### config.mk
export PLATFORM = sky130hd
export DESIGN_NAME = microtile_switch_ctrl
export DESIGN_NICKNAME = d
export VERILOG_FILES = /design/src/rtl/microtile_pkg.sv /design/src/rtl/sel_sync_filter.sv /design/src/rtl/microtile_switch_ctrl.sv
export SDC_FILE = /design/constraint.sdc
export NUM_CORES = 1
export LEC_CHECK = 0
export BUFFER_PORTS_ARGS = -buffer_cell sky130_fd_sc_hd__buf_2
export CAP_MARGIN = 20
export CORE_ASPECT_RATIO = 0.75
export CORE_MARGIN = 2
export CORE_UTILIZATION = 36
export DETAILED_ROUTE_END_ITERATION = 10
export SYNTH_ARGS = -nofsm -noshare
export SYNTH_HDL_FRONTEND = slang
export SYNTH_SLANG_ARGS = --single-unit
### constraint.sdc
create_clock -name clk -period 3.3 [get_ports clk]
set_clock_uncertainty 0.05 [all_clocks]
set_input_delay 0.825 -clock clk [delete_from_list [all_inputs] [get_ports clk]]
set_output_delay 0.825 -clock clk [all_outputs]
set_load 0.1 [all_outputs]
### src/rtl/microtile_pkg.sv
// Shared types and constants for the micro-tile switch controller.
// Combinational helpers only; no latency, no backpressure.
package microtile_pkg;

   localparam int DEF_NUM_TILES     = 4;
   localparam int DEF_SEL_W         = 2;
   localparam int DEF_STABLE_CYCLES = 4;
   localparam int DEF_RESET_CYCLES  = 8;
   localparam int DEF_CNT_W         = 4;
   localparam int MAX_TILES         = 1 << DEF_SEL_W;

   typedef enum logic [2:0] {
      BOOT,
      RUN,
      QUIESCE,
      SWAP,
      RELEASE
   } state_t;

   function automatic logic [MAX_TILES-1:0] onehot(input logic [DEF_SEL_W-1:0] idx);
      logic [MAX_TILES-1:0] v;
      v      = '0;
      v[idx] = 1'b1;
      return v;
   endfunction

endpackage

### src/rtl/sel_sync_filter.sv
// Two-flop synchroniser on the raw select pins plus a saturating stability counter.
// Latency: sel_s 2 cycles after sel_in, stable STABLE_CYCLES later; no backpressure.
module sel_sync_filter #(
   parameter int SEL_W         = 2,
   parameter int STABLE_CYCLES = 4,
   parameter int CNT_W         = 4
) (
   input  logic             clk,
   input  logic             rst_n,
   input  logic [SEL_W-1:0] sel_in,
   output logic [SEL_W-1:0] sel_s,
   output logic             stable
);

   localparam logic [CNT_W-1:0] STABLE_MAX = CNT_W'(STABLE_CYCLES);

   logic [SEL_W-1:0] sel_meta;
   logic [CNT_W-1:0] cnt;

   // The counter restarts on the same edge that loads a new value into sel_s.
   always_ff @(posedge clk or negedge rst_n) begin
      if (!rst_n) begin
         sel_meta <= '0;
         sel_s    <= '0;
         cnt      <= '0;
      end else begin
         sel_meta <= sel_in;
         sel_s    <= sel_meta;
         if (sel_meta != sel_s) begin
            cnt <= '0;
         end else if (cnt != STABLE_MAX) begin
            cnt <= cnt + CNT_W'(1);
         end
      end
   end

   assign stable = (cnt == STABLE_MAX);

endmodule

### src/rtl/microtile_switch_ctrl.sv
// Micro-tile sequencer: quiesce, gate, swap and release tiles on a filtered select change.
// Latency: outputs registered from next state; a switch holds out_valid low 2*RESET_CYCLES+1 cycles; no backpressure.
module microtile_switch_ctrl
   import microtile_pkg::*;
#(
   parameter int NUM_TILES     = DEF_NUM_TILES,
   parameter int SEL_W         = DEF_SEL_W,
   parameter int STABLE_CYCLES = DEF_STABLE_CYCLES,
   parameter int RESET_CYCLES  = DEF_RESET_CYCLES,
   parameter int CNT_W         = DEF_CNT_W
) (
   input  logic                 clk,
   input  logic                 rst_n,
   input  logic [SEL_W-1:0]     sel_in,
   output logic [NUM_TILES-1:0] tile_ena,
   output logic [NUM_TILES-1:0] tile_rst_n,
   output logic [SEL_W-1:0]     out_sel,
   output logic                 out_valid,
   output logic                 busy,
   output logic                 switch_done
);

   // BOOT includes the post-reset cycle, so it compares one step further.
   localparam logic [CNT_W-1:0] BOOT_LAST  = CNT_W'(RESET_CYCLES);
   localparam logic [CNT_W-1:0] PHASE_LAST = CNT_W'(RESET_CYCLES - 1);

   state_t               state, state_d;
   logic [CNT_W-1:0]     cnt, cnt_d;
   logic [SEL_W-1:0]     cur, cur_d;
   logic [SEL_W-1:0]     target, target_d;
   logic [SEL_W-1:0]     sel_s;
   logic                 stable;
   logic                 in_range;
   logic [MAX_TILES-1:0] oh_cur, oh_zero;
   logic [NUM_TILES-1:0] ena_d, rst_d;
   logic                 valid_d, busy_d, done_d;

   sel_sync_filter #(
      .SEL_W         (SEL_W),
      .STABLE_CYCLES (STABLE_CYCLES),
      .CNT_W         (CNT_W)
   ) u_sel_sync_filter (
      .clk    (clk),
      .rst_n  (rst_n),
      .sel_in (sel_in),
      .sel_s  (sel_s),
      .stable (stable)
   );

   assign in_range = (int'(sel_s) < NUM_TILES);
   assign out_sel  = cur;

   always_ff @(posedge clk or negedge rst_n) begin
      if (!rst_n) begin
         state       <= BOOT;
         cnt         <= '0;
         cur         <= '0;
         target      <= '0;
         tile_ena    <= '0;
         tile_rst_n  <= '0;
         out_valid   <= 1'b0;
         busy        <= 1'b1;
         switch_done <= 1'b0;
      end else begin
         state       <= state_d;
         cnt         <= cnt_d;
         cur         <= cur_d;
         target      <= target_d;
         tile_ena    <= ena_d;
         tile_rst_n  <= rst_d;
         out_valid   <= valid_d;
         busy        <= busy_d;
         switch_done <= done_d;
      end
   end

   always_comb begin
      state_d  = state;
      cnt_d    = cnt;
      cur_d    = cur;
      target_d = target;
      done_d   = 1'b0;
      case (state)
         BOOT: begin
            if (cnt == BOOT_LAST) begin
               state_d = RUN;
               cnt_d   = '0;
            end else begin
               cnt_d = cnt + CNT_W'(1);
            end
         end
         RUN: begin
            if (stable && (sel_s != cur) && in_range) begin
               target_d = sel_s;
               cnt_d    = '0;
               state_d  = QUIESCE;
            end
         end
         QUIESCE: begin
            if (cnt == PHASE_LAST) begin
               state_d = SWAP;
               cnt_d   = '0;
            end else begin
               cnt_d = cnt + CNT_W'(1);
            end
         end
         SWAP: begin
            cur_d   = target;
            cnt_d   = '0;
            state_d = RELEASE;
         end
         RELEASE: begin
            if (cnt == PHASE_LAST) begin
               state_d = RUN;
               cnt_d   = '0;
               done_d  = 1'b1;
            end else begin
               cnt_d = cnt + CNT_W'(1);
            end
         end
         default: begin
            state_d = BOOT;
            cnt_d   = '0;
            cur_d   = '0;
         end
      endcase

      // Outputs are decoded from the state being entered so they sit in flops.
      oh_cur  = onehot(cur_d);
      oh_zero = onehot('0);
      ena_d   = '0;
      rst_d   = '0;
      valid_d = 1'b0;
      busy_d  = 1'b1;
      case (state_d)
         BOOT: begin
            ena_d = oh_zero[NUM_TILES-1:0];
         end
         RUN: begin
            ena_d   = oh_cur[NUM_TILES-1:0];
            rst_d   = oh_cur[NUM_TILES-1:0];
            valid_d = 1'b1;
            busy_d  = 1'b0;
         end
         QUIESCE, RELEASE: begin
            ena_d = oh_cur[NUM_TILES-1:0];
         end
         default: begin
            ena_d = '0;
         end
      endcase
   end

endmodule

==> metrics.log, run 1 <==
INFO  metric run_status = complete, no violations
INFO  metric yosysWarningCount = 0
INFO  metric holdBufCountCts = 0
INFO  metric p_sw = 0.502 mW
INFO  metric timing.hold.worst_path_depth = 0
INFO  metric synth_async_sr_flop_share = 100%
INFO  metric synth_top_family_by_area = simple AND/OR/NAND/NOR gates
INFO  metric io_buffer_count = 16
INFO  metric insertion_delay = roughly 0.29 ns
INFO  metric grt-ovfl-total = 0
INFO  metric power.total = 1.22 mW
INFO  metric cp_max_fo = 1
INFO  metric timing.fmax = about 0.48 GHz
INFO  metric power_density = 728 mW/mm²
INFO  metric cts_root_buffer = clkbuf_8
INFO  metric worstPathRequired = 2.42 ns
INFO  metric globalplace.congestion = 0.784
INFO  metric floorplan.die_area = around 0.0047 mm²
INFO  metric grt_antenna_before_repair = 0
INFO  metric ff2ff_setup_slack = 1.54 ns
INFO  metric timing_max_transition_violations_final = 0
INFO  metric post_synth_xor_area_fraction = 5.30%
INFO  metric drt_iter0_drc = 21
INFO  metric globalRouteTotalUtil = 14.2%
INFO  metric routedWlPerCell = around 14 µm
INFO  metric remaining_antenna_violation_count = 0
INFO  metric hold_violations = 0
INFO  metric initial_utilization = 37.1%
INFO  metric remaining_drc_errors = 0
INFO  metric synthesis.area = 0.00149 mm²
INFO  metric place_hpwl = 1.97 mm
INFO  metric synth-main-ff-cell = dfrtp_1
INFO  metric final_nets = 158
INFO  metric synth_simple_gate_area_share = between 15 and 20%
INFO  metric setup_total_negative_slack = 0 ns
INFO  metric pre_cts_ws = roughly 1.5 ns
INFO  metric worstSetupPathType = reg2out
INFO  metric cellInternalPower = 0.719 mW
INFO  metric hold_end = u_sel_sync_filter.sel_s[0]
INFO  metric regToRegStartpoint = u_sel_sync_filter.cnt[0]
INFO  metric ys_types = 43
INFO  metric total_routed_length = 2.79 mm
INFO  metric post_synth_mux_area_share = 1.52%
INFO  metric synth_adder_area_share = 4.12%
INFO  metric synth-seq-area-share = 50.6%
INFO  metric h-tree-depth = 2
INFO  metric clkTransAtPathRegs = 0.06 ns
INFO  metric crit_path_end_kind = output port
INFO  metric first_pass_iters = 4
INFO  metric ff_to_ff_path_depth = 6
INFO  metric worstPathCellList = buf_2
INFO  metric holdCritStartpoint = u_sel_sync_filter.sel_meta[0]
INFO  metric cp_slowest_cell = dfstp_2
INFO  metric pleak = ~0.77 nW
INFO  metric critical-path-max-stage-delay = 0.51 ns
INFO  metric timing.critical_path.from_type = flip-flop
INFO  metric grt_first_pass_wirelength = 4.86 mm
INFO  metric via_count = 1045
INFO  metric area_growth = 12.9%
INFO  metric drv_cap = 0
INFO  metric ioPinCount = 17
INFO  metric std_cell_rows = 20
INFO  metric worst_ep_arrival_time = ~1.2 ns
INFO  metric post_dr_vias_cell = around 5
INFO  metric rsz0062_at_grt = no
INFO  metric grt_pass1_vias = 1026
INFO  metric num_antenna_cells = 0
INFO  metric compound_cell_area_share_of_the_yosys_netlist = 14.7%
INFO  metric tritoncts.num_buffers = 5
INFO  metric post-route-period-util = between 60% and 70%
INFO  metric regToRegEndpoint = target[1]
INFO  metric cts_num_sinks = 30
INFO  metric post_cts_resized = 0
INFO  metric ys_seq_elements = 30
INFO  metric synthesized_instance_count = 132
INFO  metric swShare = 41.1%
INFO  metric synth_top_cells_by_area = dfrtp_1 (49%), xnor2_1 (3.5%), ha_1 (3.4%), buf_6 (3.0%), nor2_1 (3.0%)
INFO  metric grt_max_degree = 31
INFO  metric vdd_ir_drop_max = 408 µV
INFO  metric maximum_clock_path_buffer_count = 2
INFO  metric count_of_final_setup_violators = 0
INFO  metric layout-drive-gt1-share = roughly a quarter
INFO  metric critical_path_buf_inv_count = 1
INFO  metric synthDominantAreaCellType = dfrtp_1
INFO  metric synth.top_cell.area_share = roughly 50%
INFO  metric comb_power_share = 33.8%
INFO  metric fillerInstances = 396
INFO  metric final_area = about 0.0017 mm²
INFO  metric post_synth.cell_area_avg = 11.3 µm²
INFO  metric final.min_clock_period = 2.08 ns
INFO  metric tightestPinTransition = approximately 0.64 ns
INFO  metric die_w = 78.2 µm
INFO  metric fin_ws = 1.22 ns
INFO  metric core_area = 0.00400 mm²
INFO  metric post_dp_cell_area = 0.00158 mm²
INFO  metric critical-path-top-delay-family = flip-flops
INFO  metric synthesis.nets = 140
INFO  metric clock_tree_from_tritoncts = built
INFO  metric worstSetupPathDepth = 1
INFO  metric holdCritPathClass = reg2reg
INFO  metric pwr-share-clk = 25.6%
INFO  metric relative_slew_slack = 57.1%
INFO  metric number_of_synthesized_flops_with_an_enable_pin = 0
INFO  metric power.sequential.fraction = between 40 and 50%
INFO  metric die_y = 59.7 µm
INFO  metric post_cts_buffers = 0
-- cell usage in the layout, fill, tap and decap left out, types with 2 or more instances in the layout --
cell / instances
a22o_1: 3
nand2_1: 9
xor2_1: 3
ha_1: 4
nand2b_1: 2
xnor2_1: 6
inv_1: 7
buf_2: 16
nor2_1: 12
o22ai_1: 3
dfrtp_1: 29
nand3_1: 2
a21oi_1: 5
clkbuf_8: 6
o21ai_0: 4
and3b_1: 2
nand3b_1: 5
mux2_1: 2
nor3_1: 5
-- logic make-up after synthesis --
group,after synthesis
AO/OA/AOI/OAI,27
XOR/XNOR,9
adder cells (fa/ha/maj),5
buffers and inverters,13
flip-flops,30
multiplexers,2
AND/OR/NAND/NOR,46
-- registers in the layout (all words and copies together) (netlist names) --
register                    cells
state                           3
cnt                             4
target                          2
u_sel_sync_filter.sel_meta      2
tile_ena                        4
switch_done                     1
out_valid                       1
busy                            1
out_sel                         2
u_sel_sync_filter.sel_s         2
u_sel_sync_filter.cnt           4
tile_rst_n                      4
-- metal layers --
| layer | GRT usage (%) | part of all wire [%] | vias up |
|---|---|---|---|
| met3 | 5.74 | 6.0 | 5 |
| met5 | 0 | 0 | - |
| met1 | 17.6 | 46 | 519 |
| met4 | 6.77 | 2.3 | 0 |
| met2 | 22.2 | 45 | 27 |
| li1 | - | - | 494 |
-- worst max-delay path by stage --
stage / to / slack [ns] / startpoint
after floorplan: target[0] / 1.23 / out_sel[1]
after global routing: busy / 1.18 / busy
after global placement: busy / 1.52 / busy
final: busy / 1.22 / busy
after detailed placement: busy / 1.52 / busy
after CTS: busy / 1.20 / busy
-- per-stage QoR --
stage | utilization (%) | hold WS (ns) | std cells
after global placement | 39.5 | 0.328 | 198
final | 41.9 | 0.356 | 206
after detailed placement | 39.5 | 0.345 | 198
after global routing | 41.9 | 0.364 | 206
after floorplan | - | 0.323 | 132
after CTS | 41.9 | 0.360 | 206
-- Yosys cell counts (4+ instances only) --
library cell,number
ha_1,4
inv_1,7
nor2_1,12
dfrtp_1,29
a21oi_1,5
nand2_1,9
nor3_1,5
buf_6,4
nand3b_1,5
xnor2_1,6
o21ai_0,4
-- cell type report --
cell class / instances / area [µm²] / share of cell area (%)
multi-input combinational: 89 / 652 / 38.9
clock buffer: 6 / 82.6 / 4.92
timing repair buffer: 16 / 80.1 / 4.77
tap: 55 / 68.8 / 4.10
clock inverter: 2 / 12.5 / 0.746
inverter: 8 / 30.0 / 1.79
sequential: 30 / 752 / 44.8
-- power groups by stage --
stage          registers, mW  clock network, mW  logic [mW]
3_5_place_dp           0.501                  0       0.415
5_1_grt                0.507              0.342       0.449
3_3_place_gp           0.497                  0       0.404
2_1_floorplan          0.619                  0       0.228
4_1_cts                0.495              0.323       0.416
6_report               0.496              0.313       0.412
(Power assumes the default switching activity.)
==> run 2: changes to the inputs <==
==> constraint.sdc (replaced) <==
create_clock -name clk -period 2.03 [get_ports clk]
set_clock_uncertainty 0.05 [all_clocks]
set_input_delay 0.5075 -clock clk [delete_from_list [all_inputs] [get_ports clk]]
set_output_delay 0.5075 -clock clk [all_outputs]
set_load 0.1 [all_outputs]
==> run 2 against run 1 <==
Total power rose by 62%; via count fell by 3.1%; design area rose by 0.37%; flip-flop and latch count stayed put; register-to-register slack got worse by 1.3 ns; worst hold slack worse by 0.16 ns; largest power group unchanged; highest routed layer unchanged; setup slack lost 0.95 ns; non-clock buffer count is 1 higher; clock power grew 55%.
==> metrics.log, run 2 (synthesis results as in run 1) <==
INFO  metric worst_ep_arrival_time = 1.87 ns
INFO  metric grt_antenna_before_repair = 0
INFO  metric std_cell_rows = 20
INFO  metric grt_max_degree = 31
INFO  metric die_w = ~78 µm
INFO  metric remaining_drc_errors = 0
INFO  metric tritoncts.num_buffers = 5
INFO  metric core_area = around 0.004 mm²
INFO  metric power.total = 1.98 mW
INFO  metric first_pass_iters = 4
INFO  metric globalRouteTotalUtil = a little over an eighth
INFO  metric maximum_clock_path_buffer_count = 2
INFO  metric power_density = 1180 mW/mm²
INFO  metric relative_slew_slack = 57.0%
INFO  metric final.min_clock_period = 1.76 ns
INFO  metric cts_num_sinks = 30
INFO  metric globalplace.congestion = about 0.77
INFO  metric mostFrequentLayoutCells = dfrtp_1 (27), buf_2 (16), nor2_1 (12)
INFO  metric place_hpwl = 2.04 mm
INFO  metric num_antenna_cells = 0
INFO  metric regToRegStartpoint = u_sel_sync_filter.cnt[0]
INFO  metric drt_iter0_drc = 62
INFO  metric run_status = complete, no violations
INFO  metric die_y = about 60 µm
INFO  metric drv_cap = 0
INFO  metric pleak = approximately 0.77 nW
INFO  metric remaining_antenna_violation_count = 0
INFO  metric clkTransAtPathRegs = roughly 0.070 ns
INFO  metric crit_path_end_kind = flip-flop
INFO  metric ff2ff_setup_slack = ~0.27 ns
INFO  metric timing.critical_path.from_type = flip-flop
INFO  metric initial_utilization = between 30% and 40%
INFO  metric pre_cts_ws = approximately 0.26 ns
INFO  metric regToRegEndpoint = target[0]
INFO  metric layout_commonest_cell = dfrtp_1
INFO  metric timing_max_transition_violations_final = 0
INFO  metric grt-ovfl-total = 0
INFO  metric final_nets = 159
INFO  metric grt_pass1_vias = 1006
INFO  metric post_dr_vias_cell = 4.89
INFO  metric fin_ws = 0.267 ns
INFO  metric post-route-period-util = 86.9%
INFO  metric io_buffer_count = 16
INFO  metric post_cts_resized = 0
INFO  metric ff_to_ff_path_depth = 6
INFO  metric hold_violations = 0
INFO  metric cp_max_fo = 5
INFO  metric post_cts_buffers = 0
INFO  metric setup_total_negative_slack = 0 ns
INFO  metric routedWlPerCell = about 13 µm
INFO  metric worstPathRequired = 2.14 ns
INFO  metric fillerInstances = 392
INFO  metric rsz0062_at_grt = no
INFO  metric worstSetupPathType = reg2reg
INFO  metric holdBufCountCts = 0
INFO  metric layout-drive-gt1-share = 27.0%
INFO  metric insertion_delay = 0.28 ns
INFO  metric cts_root_buffer = clkbuf_8
INFO  metric clock_tree_from_tritoncts = built
INFO  metric total_routed_length = 2.78 mm
INFO  metric vdd_ir_drop_max = 547 µV
INFO  metric area_growth = 13.3%
INFO  metric grt_first_pass_wirelength = 4.68 mm
INFO  metric timing.fmax = 0.567 GHz
INFO  metric holdCritPathClass = in2async
INFO  metric via_count = 1013
INFO  metric ioPinCount = 17
INFO  metric count_of_final_setup_violators = 0
INFO  metric floorplan.die_area = 0.00466 mm²
INFO  metric tightestPinTransition = 0.646 ns
INFO  metric h-tree-depth = 2
-- run 2: metal layers --
layer,track usage [%],wire length [µm],vias to the layer above
li1,-,-,496
met3,4.83,121,4
met5,0,0,-
met4,8.27,48,0
met1,15.8,1230,495
met2,22.5,1390,18
-- run 2: worst max-delay path by stage --
stage                                        start            end  slack, ns  cells past startpoint
after floorplan                         out_sel[1]      target[0]       0.26                      4
after global placement    u_sel_sync_filter.cnt[0]      target[0]       0.35                      6
after detailed placement  u_sel_sync_filter.cnt[0]      target[0]       0.26                      6
after CTS                 u_sel_sync_filter.cnt[0]      target[0]       0.26                      6
after global routing      u_sel_sync_filter.cnt[0]  tile_rst_n[1]       0.15                      6
final                     u_sel_sync_filter.cnt[0]      target[0]       0.27                      6
-- run 2: layout make-up --
cell class | instances | area (µm²) | area share (%)
Clock inverter | 1 | 5.00 | 0.297
Tap cell | 55 | 68.8 | 4.09
Inverter | 8 | 30.0 | 1.78
Multi-Input combinational cell | 89 | 652 | 38.7
Clock buffer | 7 | 86.3 | 5.13
Sequential cell | 30 | 754 | 44.8
Timing Repair Buffer | 17 | 87.6 | 5.20
-- run 2: per-stage QoR --
stage	utilization [%]	cell area [µm²]	std cells	hold WS, ns
4_1_cts	42.1	1680	207	0.221
5_1_grt	42.1	1680	207	0.253
2_1_floorplan	-	1490	132	0.162
3_3_place_gp	39.8	1590	199	0.328
6_report	42.1	1680	207	0.197
3_5_place_dp	39.8	1590	199	0.337
-- run 2: worst max-delay path, cell delays in order, from the launching register on --
cell and delay (ns):
dfrtp_1 0.37, inv_1 0.08, ha_1 0.21, and3b_2 0.25, o21ai_2 0.14, nand2b_4 0.20, mux2_1 0.33
-- run 2: report_power, final --
group          switching [mW]  total [mW]  internal (mW)
Clock                   0.214       0.486          0.273
Combinational           0.496       0.709          0.213
Sequential             0.0879       0.785          0.697
==> run 3: changes to the inputs <==
==> constraint.sdc (replaced) <==
create_clock -name clk -period 2.2 [get_ports clk]
set_clock_uncertainty 0.05 [all_clocks]
set_input_delay 0.55 -clock clk [delete_from_list [all_inputs] [get_ports clk]]
set_output_delay 0.55 -clock clk [all_outputs]
set_load 0.1 [all_outputs]
==> run 3 against run 2 <==
Routed wire length decreased by 2.6%; sequential power down 5.0%; core utilization decreased by 0.63 points; global-route usage down 0.70 points.
==> metrics.log, run 3 (synthesis results as in run 1) <==
INFO  metric run_status = complete, no violations
INFO  metric core_area = about 0.0040 mm²
INFO  metric power_density = 1070 mW/mm²
INFO  metric area_growth = 11.6%
INFO  metric maximum_clock_path_buffer_count = 2
INFO  metric rsz0062_at_grt = no
INFO  metric holdBufCountCts = 0
INFO  metric vdd_ir_drop_max = 467 µV
INFO  metric post_cts_buffers = 0
INFO  metric insertion_delay = about 0.28 ns
INFO  metric worst_ep_arrival_time = 1.20 ns
INFO  metric crit_path_end_kind = output port
INFO  metric die_w = 78.2 µm
INFO  metric clock_tree_from_tritoncts = built
INFO  metric crit_start = busy
INFO  metric layout-drive-gt1-share = 24.0%
INFO  metric critical-path-top-delay-family = flip-flops
INFO  metric pre_cts_ws = approximately 0.44 ns
INFO  metric globalplace.congestion = 0.769
INFO  metric io_buffer_count = 16
INFO  metric grt_first_pass_wirelength = 4.51 mm
INFO  metric place_hpwl = 1.95 mm
INFO  metric post-route-period-util = 82.0%
INFO  metric timing_max_transition_violations_final = 0
INFO  metric grt_antenna_before_repair = 0
INFO  metric regToRegEndpoint = target[0]
INFO  metric post_cts_resized = 0
INFO  metric post_dr_vias_cell = 5.02
INFO  metric cp_slowest_cell = dfstp_2
INFO  metric setup_total_negative_slack = 0 ns
INFO  metric clkTransAtPathRegs = ~0.06 ns
INFO  metric remaining_antenna_violation_count = 0
INFO  metric ff_to_ff_path_depth = 6
INFO  metric final.min_clock_period = 1.80 ns
INFO  metric cts_root_buffer = clkbuf_8
INFO  metric regToRegStartpoint = u_sel_sync_filter.cnt[0]
INFO  metric fillerInstances = 407
INFO  metric drv_cap = 0
INFO  metric grt_max_degree = 31
INFO  metric h-tree-depth = 2
INFO  metric pleak = roughly 0.76 nW
INFO  metric grt-ovfl-total = 0
INFO  metric fin_ws = 0.396 ns
INFO  metric holdCritPathClass = in2async
INFO  metric cp_max_fo = 1
INFO  metric cts_num_sinks = 30
INFO  metric worstSetupPathType = reg2out
INFO  metric final_nets = around 160
INFO  metric remaining_drc_errors = 0
INFO  metric floorplan.die_area = 0.00466 mm²
INFO  metric total_routed_length = 2.71 mm
INFO  metric critical_path_buf_inv_count = 1
INFO  metric timing.fmax = 0.554 GHz
INFO  metric die_y = between 50 and 60 µm
INFO  metric critical-path-max-stage-delay = between 0.5 and 0.6 ns
INFO  metric globalRouteTotalUtil = 13.0%
INFO  metric num_antenna_cells = 0
INFO  metric count_of_final_setup_violators = 0
INFO  metric tightestPinTransition = 0.644 ns
INFO  metric power.total = 1.77 mW
INFO  metric mostFrequentLayoutCells = dfrtp_1 (29), buf_2 (16), nor2_1 (12)
INFO  metric routedWlPerCell = 13.2 µm
INFO  metric relative_slew_slack = 57.1%
INFO  metric timing.critical_path.from_type = flip-flop
INFO  metric first_pass_iters = 4
INFO  metric via_count = 1030
INFO  metric layout_commonest_cell = dfrtp_1
INFO  metric initial_utilization = 37.1%
INFO  metric numPlacedInstances = ~200
INFO  metric tritoncts.num_buffers = 5
INFO  metric worstPathCellList = buf_2
INFO  metric ioPinCount = 17
INFO  metric std_cell_rows = 20
INFO  metric hold_violations = 0
INFO  metric ff2ff_setup_slack = 0.43 ns
INFO  metric grt_pass1_vias = approximately 1000
INFO  metric worstPathRequired = 1.60 ns
INFO  metric postLayoutCoreUtil = between 40% and 50%
INFO  metric drt_iter0_drc = 34
INFO  metric final_cell_count_no_fill = 205
-- run 3: area by class of cell --
cell class,instances,area (µm²),area share [%]
Sequential cell,30,752,45.3
Multi-Input combinational cell,89,652,39.3
Timing Repair Buffer,16,80.1,4.83
Clock buffer,7,76.3,4.60
Tap cell,55,68.8,4.15
Inverter,8,30.0,1.81
-- run 3: how the worst max path moves through the flow --
stage | to | slack [ns] | depth (start not counted)
final | busy | 0.40 | 1
after global routing | target[0] | 0.32 | 6
after CTS | busy | 0.39 | 1
after detailed placement | target[0] | 0.44 | 6
after global placement | target[0] | 0.52 | 6
after floorplan | target[0] | 0.13 | 4
-- run 3: metal layers --
metal  vias to the layer above  GRT usage (%)  part of all wire (%)
met2                        24           20.4                    45
met1                       509           16.0                    48
met4                         0           6.02                   1.8
met3                         6           5.29                   5.2
li1                        491              -                     -
met5                         -              0                     0
-- run 3: where the power goes --
group	switching [mW]	total (mW)	internal (mW)
combinational	0.437	0.622	0.185
sequential	0.104	0.746	0.643
clock	0.184	0.400	0.217
-- run 3: through the flow --
stage | hold slack [ns] | instance area, µm²
4_1_cts | 0.270 | 1660
5_1_grt | 0.296 | 1660
2_1_floorplan | 0.204 | 1490
6_report | 0.244 | 1660
3_5_place_dp | 0.336 | 1580
3_3_place_gp | 0.328 | 1580
